==> config.mk <==
export PLATFORM = sky130hd
export DESIGN_NAME = button_debouncer
export DESIGN_NICKNAME = d
export VERILOG_FILES = /design/src/rtl/debouncer_pkg.sv /design/src/rtl/sync_2ff.sv /design/src/rtl/button_debouncer.sv
export SDC_FILE = /design/constraint.sdc
export NUM_CORES = 1
export LEC_CHECK = 0
export ABC_AREA = 0
export CAP_MARGIN = 40
export CORE_MARGIN = 4
export CORE_UTILIZATION = 30
export CTS_CLUSTER_SIZE = 14
export DETAILED_ROUTE_END_ITERATION = 8
export HOLD_SLACK_MARGIN = 0.02
export PLACE_DENSITY = 0.48
export SLEW_MARGIN = 20
export SYNTH_ARGS = -nofsm -noshare
export SYNTH_HDL_FRONTEND = slang
export SYNTH_SLANG_ARGS = --single-unit
==> constraint.sdc <==
create_clock -name clk -period 5 [get_ports clk]
set_input_delay 1 -clock clk [delete_from_list [all_inputs] [get_ports clk]]
set_output_delay 1 -clock clk [all_outputs]
set_load 0.01 [all_outputs]
==> src/rtl/debouncer_pkg.sv <==
// Shared types and constants for the pushbutton debouncer.
package debouncer_pkg;

  typedef enum logic [1:0] {
    ZERO  = 2'd0,
    WAIT1 = 2'd1,
    ONE   = 2'd2,
    WAIT0 = 2'd3
  } db_state_t;

  localparam int unsigned DB_SYNC_STAGES = 2;

endpackage

==> src/rtl/sync_2ff.sv <==
// Generic two-flop synchronizer for a single asynchronous bit; resets to 0.
module sync_2ff (
  input  logic clk,
  input  logic reset_n,
  input  logic d,
  output logic q
);
  import debouncer_pkg::*;

  logic [DB_SYNC_STAGES-1:0] chain;

  always_ff @(posedge clk or negedge reset_n) begin
    if (!reset_n) begin
      chain <= '0;
    end else begin
      chain <= {chain[DB_SYNC_STAGES-2:0], d};
    end
  end

  assign q = chain[DB_SYNC_STAGES-1];

endmodule

==> src/rtl/button_debouncer.sv <==
// Pushbutton debouncer: clean level plus a one-cycle tick per debounced press.
// Define DB_SYNC_EN to place a two-flop synchronizer ahead of the FSM.
module button_debouncer #(
  parameter int unsigned STABLE_CYCLES = 2_000_000
) (
  input  logic clk,
  input  logic reset_n,
  input  logic btn_in,
  output logic db_level,
  output logic db_tick
);
  import debouncer_pkg::*;

  localparam int unsigned CNT_W = (STABLE_CYCLES > 1) ? $clog2(STABLE_CYCLES) : 1;
  localparam logic [CNT_W-1:0] CNT_LOAD = CNT_W'(STABLE_CYCLES - 1);
  localparam logic [CNT_W-1:0] CNT_ONE  = CNT_W'(1);

  logic             s;
  db_state_t        state;
  logic [CNT_W-1:0] cnt;

`ifdef DB_SYNC_EN
  sync_2ff u_sync (
    .clk     (clk),
    .reset_n (reset_n),
    .d       (btn_in),
    .q       (s)
  );
`else
  assign s = btn_in;
`endif

  // Candidate states count down a full stability window; any contrary sample aborts.
  always_ff @(posedge clk or negedge reset_n) begin
    if (!reset_n) begin
      state    <= ZERO;
      cnt      <= '0;
      db_level <= 1'b0;
      db_tick  <= 1'b0;
    end else begin
      db_tick <= 1'b0;
      case (state)
        ZERO: begin
          if (s) begin
            state <= WAIT1;
            cnt   <= CNT_LOAD;
          end
        end
        WAIT1: begin
          if (!s) begin
            state <= ZERO;
          end else if (cnt == '0) begin
            state    <= ONE;
            db_level <= 1'b1;
            db_tick  <= 1'b1;
          end else begin
            cnt <= cnt - CNT_ONE;
          end
        end
        ONE: begin
          if (!s) begin
            state <= WAIT0;
            cnt   <= CNT_LOAD;
          end
        end
        WAIT0: begin
          if (s) begin
            state <= ONE;
          end else if (cnt == '0) begin
            state    <= ZERO;
            db_level <= 1'b0;
          end else begin
            cnt <= cnt - CNT_ONE;
          end
        end
        default: begin
          state    <= ZERO;
          db_level <= 1'b0;
        end
      endcase
    end
  end

endmodule

==> results.cfg, run 1 <==
[status]
outcome = finished clean

[cells_and_area]
multiInputGateArea_um2 = 700.7
final_common_cell = dfrtp_1
antennaDiodeCount = 0
design_area_um2 = 1500
area_growth_pct = 9.398
final_cell_mix = dfrtp_1, nor2_1, nand2_1
fillers = 460
regArea_um2 = 625.6
nets = 155
drive_above_1_share = 0.08725

[floorplanning]
dieArea_um2 = 5717
rows = 24
initial_utilization = 0.3128
ioPinCount = 5
die_x_um = 75.61
core_um2 = 4384
die_h_um = 75.61

[clock_tree]
htreeDepth = 1
cts_tree = yes
path_clk_slew_ps = 90
post_cts_buffers = 0
post_cts_resized = 0
numCtsBuffers = 3
hold_buffers = 0
clkLatencyLatePin_ps = 260
ctsRootBufferMaster = clkbuf_8
cts.sinks = 25
cts_buffer_depth = 2

[routing]
num_vias = 1060
first_pass_iters = 4
post_drt_wl_per_cell_um = 13.51
drt-vias-per-instance = 5.274
drtAntennaViolNets = 0
drt_iter0_drc = 73
routed_wl_mm = 2.715
drc_errors = 0

[yosys]
synth_xor_area_frac = 0.05109
netlist_instances = 146
synthSimpleGateAreaFrac = 0.2828
synth-compound-area-share = 0.1515
ys_types = 40
seq_area_frac_synth = 0.4562
synth_top_family_by_area = simple AND/OR/NAND/NOR gates
yosys_most_used_dff = dfrtp_1
yosys-mux-area-fraction = 0.007299
syn-cell-area_um2 = 1371
synth-edff-count = 0
yosysWarningCount = 0
ys_async_sr_fraction = 1.000
syn_avg_cell_area_um2 = 9.393
synth_fp_nets = 151
synth-seq-cells = 25
synth_fa_ha_area_frac = 0.01825

[timing]
hold_ws_ps = 542.0
fin_tns_setup_ps = 0
hold_violations = 0
setup_viol = 0
slew_viol_final = 0
finClkSkew_ps = 4.217
period_needed_ps = 2739
grt_setup_unrepaired = no
fin_crit_sh = 0.5479
maxSlewHeadroom = 0.5577
max_freq_mhz = 365.0
worst_slew_pin_slew_ps = 661.3

[power_and_ir_drop]
max-vdd-ir-drop_mv = 0.1978
p_per_area_nw_per_um2 = 258.0
p_leak_nw = 0.5385

[grt]
grt_overflow_total = 0
grt_pass1_wl_mm = 4.767
grt_max_degree = 16
grt.total_usage = 0.1065
grt_pass1_vias = 1022
antenna_found_initial = 0

[flow_run]
max-cap-violations = 0

[worst_setup_path]
rr_worst_depth = 5
arrival_ps = 2890
worstPathRequired_ps = 5150
cp_max_fo = 10
r2r_start = cnt[9]
r2r_end = cnt[17]
path_class = primary input to register
start_kind = primary input
regToRegSetupSlack_ps = 2470
crit_path_end_kind = register

[hold_path]
min_delay_path_depth = 1
hold_path_class = register to register
holdPathEnd = db_tick

[placed_design]
placed_area_um2 = 1454
gp_congestion = 0.7262
portBuffers = 4
place_hpwl_mm = 2.032
-- synth_stat cells, types with 2 or more instances --
| cell | count | share of area |
|---|---|---|
| ha_1 | 2 | 0.018 |
| or4_1 | 4 | 0.022 |
| nor3_1 | 8 | 0.029 |
| o211ai_1 | 3 | 0.016 |
| xor2_1 | 5 | 0.032 |
| nand3_1 | 3 | 0.011 |
| xnor2_1 | 3 | 0.019 |
| inv_1 | 2 | 0.0055 |
| clkbuf_1 | 4 | 0.011 |
| buf_6 | 2 | 0.016 |
| and4_1 | 2 | 0.013 |
| o31ai_1 | 5 | 0.027 |
| nor2_1 | 19 | 0.052 |
| o2111ai_1 | 3 | 0.019 |
| nand4_1 | 2 | 0.0091 |
| dfrtp_1 | 25 | 0.46 |
| nor4_1 | 6 | 0.027 |
| o21ai_0 | 6 | 0.022 |
| nand2b_1 | 3 | 0.014 |
| nand2_1 | 12 | 0.033 |
| a21oi_1 | 8 | 0.029 |
-- metal layers --
layer,vias up,part of all wire,track usage
li1,548,-,-
met1,501,0.54,0.1559
met2,9,0.43,0.1582
met3,2,0.026,0.02770
met4,0,0.0055,0.02330
met5,-,0,0
-- sequential cells by signal (all words and copies together), names as in the netlist, named ones only --
name      cells
cnt          21
db_level      1
db_tick       1
state         1
-- how the worst max path moves through the flow --
stage / startpoint / end / slack (ps) / cells past startpoint
2_1_floorplan: btn_in / cnt[17] / 2730 / 5
3_3_place_gp: btn_in / cnt[18] / 2040 / 6
3_5_place_dp: btn_in / cnt[18] / 1980 / 6
4_1_cts: btn_in / cnt[18] / 2270 / 6
5_1_grt: btn_in / cnt[18] / 2110 / 6
6_report: btn_in / cnt[18] / 2260 / 6
-- power breakdown --
part / leakage [nW] / switching, mW / internal [mW] / total, mW
Sequential: 0.280 / 0.0200 / 0.214 / 0.234
Combinational: 0.233 / 0.0201 / 0.0156 / 0.0357
Clock: 0.0255 / 0.0618 / 0.0556 / 0.117
Total: 0.538 / 0.102 / 0.285 / 0.387
-- layout make-up --
| cell class | count | area share |
|---|---|---|
| multi-input combinational | 113 | 0.4671 |
| clock buffer | 3 | 0.02752 |
| clock inverter | 1 | 0.003336 |
| inverter | 2 | 0.005004 |
| sequential | 25 | 0.4170 |
| timing repair buffer | 5 | 0.03670 |
| tap | 52 | 0.04337 |
-- metrics by stage --
stage | total power [mW] | std cells | utilization | setup WS, ps
2_1_floorplan | 0.2570 | 146 | - | 2730
3_3_place_gp | 0.2715 | 196 | 0.3282 | 2039
3_5_place_dp | 0.2730 | 197 | 0.3316 | 1981
4_1_cts | 0.3957 | 201 | 0.3422 | 2272
5_1_grt | 0.4114 | 201 | 0.3422 | 2114
6_report | 0.3870 | 201 | 0.3422 | 2261
-- cells by family after synthesis --
kind of cell / Yosys count
DFF: 25
adders and majority gates: 2
xor gates and xnor gates: 8
and+or+nand+nor: 71
buffers and inverters: 8
muxes: 1
AOI/OAI and AO/OA: 31
-- critical path, cell delays in order --
cell             delay (ps)
clkdlybuf4s50_1         570
xor2_1                  570
nand2_1                 150
nor3_1                  340
nand4_1                 130
nor2b_1                 140
Power figures use the tool's default switching activity.
==> run 2, diff against run 1 <==
--- a/config.mk
+++ b/config.mk
@@ -12,7 +12,7 @@
 export CTS_CLUSTER_SIZE = 14
 export DETAILED_ROUTE_END_ITERATION = 8
 export HOLD_SLACK_MARGIN = 0.02
-export PLACE_DENSITY = 0.48
+export PLACE_DENSITY = 0.5
 export SLEW_MARGIN = 20
 export SYNTH_ARGS = -nofsm -noshare
 export SYNTH_HDL_FRONTEND = slang
==> constraint.sdc (replaced) <==
create_clock -name clk -period 2.3 [get_ports clk]
set_input_delay 0.46 -clock clk [delete_from_list [all_inputs] [get_ports clk]]
set_output_delay 0.46 -clock clk [all_outputs]
set_load 0.01 [all_outputs]
==> run 2 against run 1 <==
Non-clock buffer count up 12. Wire length up 9.4%. Count of clock-buffer cells in the layout up 1. Sequential cell count unchanged. Register-to-register slack worse by 2300 ps. Clock power up 130%. Total power up 120%. Final area up 6.4%. Die area unchanged. Via count up 8.9%.
==> results.cfg, run 2 (same netlist as run 1, synthesis figures left out) <==
[power_and_ir_drop]
max-vdd-ir-drop_mv = 0.2827
p_per_area_nw_per_um2 = 541.9
p_leak_nw = 0.5819

[grt]
grt_max_degree = 26
antenna_found_initial = 0
grt_pass1_wl_mm = 5.361
grt_pass1_vias = 1115
grt.total_usage = 0.1196
grt_overflow_total = 0

[clock_tree]
htreeDepth = 1
numCtsBuffers = 3
cts.sinks = 25
clkLatencyLatePin_ps = 270
ctsRootBufferMaster = clkbuf_8
hold_buffers = 0
path_clk_slew_ps = 80
cts_buffer_depth = 2
cts_tree = yes

[cells_and_area]
regMostFlops = cnt
final_common_cell = dfrtp_1
nets = 167
antennaDiodeCount = 0
final_cell_mix = dfrtp_1, nor2_1, buf_4
area_growth_pct = 16.42
design_area_um2 = 1597
largest_reg_flops = 21
drive_above_1_share = 0.1553
utilization = 0.3642

[flow_run]
max-cap-violations = 0

[worst_setup_path]
arrival_ps = 2310
path_class = register to register
cp_max_fo = 11
regToRegSetupSlack_ps = 130
crit_path_end = cnt[19]
critPathLaunch = cnt[19]
worstPathRequired_ps = 2440
start_kind = register
r2r_end = cnt[19]
crit_path_end_kind = register
r2r_start = cnt[19]
rr_worst_depth = 6

[timing]
slew_viol_final = 0
hold_violations = 0
maxSlewHeadroom = 0.7421
finClkSkew_ps = 6.540
period_needed_ps = 2173
setup_ws_ps = 126.6
max_freq_mhz = 460.1
grt_setup_unrepaired = no
worst_slew_pin_slew_ps = 383.9
fin_crit_sh = 0.9450
setup_viol = 0
hold_ws_ps = 547.4
fin_tns_setup_ps = 0

[routing]
wl_met3_um = 81
drt_iter0_drc = 56
drc_errors = 0
drt-vias-per-instance = 5.418
top_layer = met4
first_pass_iters = 5
drtAntennaViolNets = 0
dr_wl_met2_mm = 1.343
wl_met1_mm = 1.518
post_drt_wl_per_cell_um = 13.95
num_vias = 1154
routed_wl_mm = 2.971

[placed_design]
portBuffers = 4
place_ws_ps = 43.45
placed_area_um2 = 1536
gp_congestion = 0.7905
place_hpwl_mm = 2.096

[floorplanning]
die_h_um = 75.61
initial_utilization = 0.3128
rows = 24
dieArea_um2 = 5717
core_um2 = 4384
die_x_um = 75.61
ioPinCount = 5

[hold_path]
hold_path_class = register to register

[status]
outcome = finished clean
[run 2: repair_timing]
item	in CTS	in global routing
setup buffers	0	0
endpoints found under the setup margin	0	5
resized for setup	0	4
[run 2: cell type report]
class | count | area (µm²)
fill | 462 | 2788
multi-input combinational | 113 | 715.7
sequential | 25 | 625.6
timing repair buffer | 17 | 137.6
tap | 52 | 65.06
clock buffer | 4 | 45.04
inverter | 2 | 7.507
[run 2: how the worst min path moves through the flow]
stage	start	cells after the start	slack, ps	to
CTS	cnt[15]	2	550	cnt[15]
finish	cnt[15]	2	550	cnt[15]
detailed placement	cnt[15]	2	530	cnt[15]
global placement	cnt[19]	2	520	cnt[19]
floorplan	reset_n	0	160	async pin
global route	reset_n	2	580	state[0]
[run 2: worst max-delay path, stage by stage (launching register included)]
cell and delay (ps):
dfrtp_1 400, or4_4 560, or3_4 460, o211ai_4 290
buf_4 170, or4_1 90, nand3_1 70
[run 2: metal layers]
layer  track usage  up-vias
li1              -      573
met1        0.1762      561
met2        0.1783       16
met3       0.02902        4
met4       0.02524        0
met5             0        -
[run 2: stage by stage]
stage / total power, mW / instances
after floorplan: 0.5588 / 146
after global placement: 0.6021 / 209
after detailed placement: 0.6068 / 209
after CTS: 0.8742 / 213
after global routing: 0.9182 / 213
final: 0.8651 / 213
[run 2: power by group]
part / internal [mW] / leakage (nW) / switching, mW
Sequential: 0.465 / 0.280 / 0.0345
Clock: 0.124 / 0.0228 / 0.143
Combinational: 0.0428 / 0.279 / 0.0552
==> run 3, diff against run 2 <==
--- a/config.mk
+++ b/config.mk
@@ -12,7 +12,8 @@
 export CTS_CLUSTER_SIZE = 14
 export DETAILED_ROUTE_END_ITERATION = 8
 export HOLD_SLACK_MARGIN = 0.02
-export PLACE_DENSITY = 0.5
+export PLACE_DENSITY = 0.48
+export REMOVE_ABC_BUFFERS = 1
 export SLEW_MARGIN = 20
 export SYNTH_ARGS = -nofsm -noshare
 export SYNTH_HDL_FRONTEND = slang
==> constraint.sdc (replaced) <==
create_clock -name clk -period 2.15 [get_ports clk]
set_input_delay 0.43 -clock clk [delete_from_list [all_inputs] [get_ports clk]]
set_output_delay 0.43 -clock clk [all_outputs]
set_load 0.01 [all_outputs]
==> run 3 against run 2 <==
Total power increased by 7.9%. Clock power is 3% higher. Highest routed layer unchanged. Via count is 3.6% higher. Combinational power grew 35%. Hold slack got worse by 21 ps. Die area is the same. Clock skew decreased by 3.9 ps. Global-route usage grew 0.27 points. Critical path depth unchanged. Sequential cell count stayed put. Sequential power up 5.0%.
==> results.cfg, run 3 (same netlist as run 1, synthesis figures left out) <==
[status]
outcome = finished clean

[worst_setup_path]
cp_max_fo = 8
start_kind = register
critPathMaxStageDelay_ps = 540
path_delay_family = simple AND/OR/NAND/NOR gates
crit_buf_inv = 1
path_class = register to register
r2r_end = cnt[13]
cp_slowest_cell = or4_4
crit_chain = or4_4 > or3_4 > buf_4 > o2111ai_1 > xor2_1 > nor2_1
regToRegSetupSlack_ps = 60
rr_worst_depth = 6
r2r_start = cnt[19]
crit_path_end_kind = register
arrival_ps = 2250
worstPathRequired_ps = 2310

[cells_and_area]
antennaDiodeCount = 0
regArea_um2 = 625.6
area_growth_pct = 25.64
nets = 182
fillers = 438
drive_above_1_share = 0.2386
final_common_cell = buf_4
multiInputGateArea_um2 = 729.5
largest_reg_flops = 21
regMostFlops = cnt
final_cell_mix = buf_4, dfrtp_1, nor2_1

[timing]
finClkSkew_ps = 2.668
setup_ws_ps = 60.44
max_freq_mhz = 478.6
fin_crit_sh = 0.9719
slew_viol_final = 0
maxSlewHeadroom = 0.7778
worst_slew_pin_slew_ps = 330.5
hold_ws_ps = 526.2
grt_setup_unrepaired = no
hold_violations = 0
setup_viol = 0
period_needed_ps = 2090

[routing]
drt_iter0_drc = 54
drtAntennaViolNets = 0
drc_errors = 0
routed_wl_mm = 3.114
first_pass_iters = 4
post_drt_wl_per_cell_um = 13.66
drt-vias-per-instance = 5.241
num_vias = 1195

[placed_design]
place_hpwl_mm = 2.338
place_ws_ps = -31.58
portBuffers = 4
gp_congestion = 0.8021

[clock_tree]
cts_buffer_depth = 2
ctsRootBufferMaster = clkbuf_8
path_clk_slew_ps = 80
numCtsBuffers = 3
cts.sinks = 25
clkLatencyLatePin_ps = 270
cts_tree = yes
htreeDepth = 1

[power_and_ir_drop]
p_per_area_nw_per_um2 = 541.7
switchingPower_mw = 0.2418
clock_power_share = 0.296
power.share.switching = 0.2591
seq_power_share = 0.563
power.share.combinational = 0.142
p_leak_nw = 0.6527
p_int_mw = 0.6916
total_power_mw = 0.9333
max-vdd-ir-drop_mv = 0.2653

[floorplanning]
die_x_um = 75.61
initial_utilization = 0.3128
die_h_um = 75.61
core_um2 = 4384
dieArea_um2 = 5717
ioPinCount = 5
rows = 24

[grt]
grt_max_degree = 26
grt_pass1_vias = 1158
grt.total_usage = 0.1223
grt_pass1_wl_mm = 5.395
grt_overflow_total = 0
antenna_found_initial = 0

[flow_run]
max-cap-violations = 0

[hold_path]
hold_path_class = primary input to async pin
## run 3: cell types whose count changed in the layout (fill, tap and decap cells not counted)
cell / change
o21ai_1: +1
nor4_2: +1
buf_4: +15
nor2_1: -1
o21ai_0: -1
nor2_4: +1
nor4_1: -1
## run 3: worst max path at each step
stage,slack [ps],endpoint,cells past startpoint,startpoint
4_1_cts,10,cnt[7],6,cnt[19]
5_1_grt,0.9,cnt[14],5,cnt[8]
6_report,60,cnt[13],6,cnt[19]
2_1_floorplan,90,cnt[17],5,cnt[7]
3_5_place_dp,-30,cnt[14],6,btn_in
3_3_place_gp,4,cnt[14],6,btn_in
## run 3: through the flow
| step | cells | setup TNS [ps] | utilization | instance area, µm² |
|---|---|---|---|---|
| 2_1_floorplan | 140 | 0 | - | 1334 |
| 3_3_place_gp | 223 | 0 | 0.3744 | 1642 |
| 3_5_place_dp | 223 | -47.90 | 0.3744 | 1642 |
| 4_1_cts | 227 | 0 | 0.3873 | 1698 |
| 5_1_grt | 228 | 0 | 0.3930 | 1723 |
| 6_report | 228 | 0 | 0.3930 | 1723 |
## run 3: area by class of cell
class / instances / share of cell area
Tap cell: 52 / 0.03776
Inverter: 2 / 0.004357
Timing Repair Buffer: 32 / 0.1452
Sequential cell: 25 / 0.3631
Clock buffer: 4 / 0.02614
Multi-Input combinational cell: 113 / 0.4234
## run 3: what timing repair did
action,in CTS,in global routing
pin swaps,0,3
hold buffers,0,0
resized for setup,3,5
setup endpoints to repair,4,11
setup buffers,0,1
## run 3: power groups by stage
stage                     registers (mW)  clock network, mW  logic (mW)
final                              0.525              0.276       0.132
after global routing               0.532              0.308       0.149
after CTS                          0.525              0.295       0.133
after detailed placement           0.534                  0       0.132
after global placement             0.534                  0       0.130
after floorplan                    0.539                  0      0.0564
## run 3: worst register-to-register path: cells and delay by family, from the launching register on
kind	cells	cell delay, ps
flops	1	390
xor+xnor	1	180
simple gates	3	990
buf+inv	1	170
compound gates	1	250
## run 3: layer usage
layer | vias to the layer above | GRT usage | share of wire
met2 | 7 | 0.1956 | 0.47
li1 | 604 | - | -
met3 | 2 | 0.02770 | 0.025
met5 | - | 0 | 0
met4 | 0 | 0.01748 | 0.0029
met1 | 582 | 0.1735 | 0.50
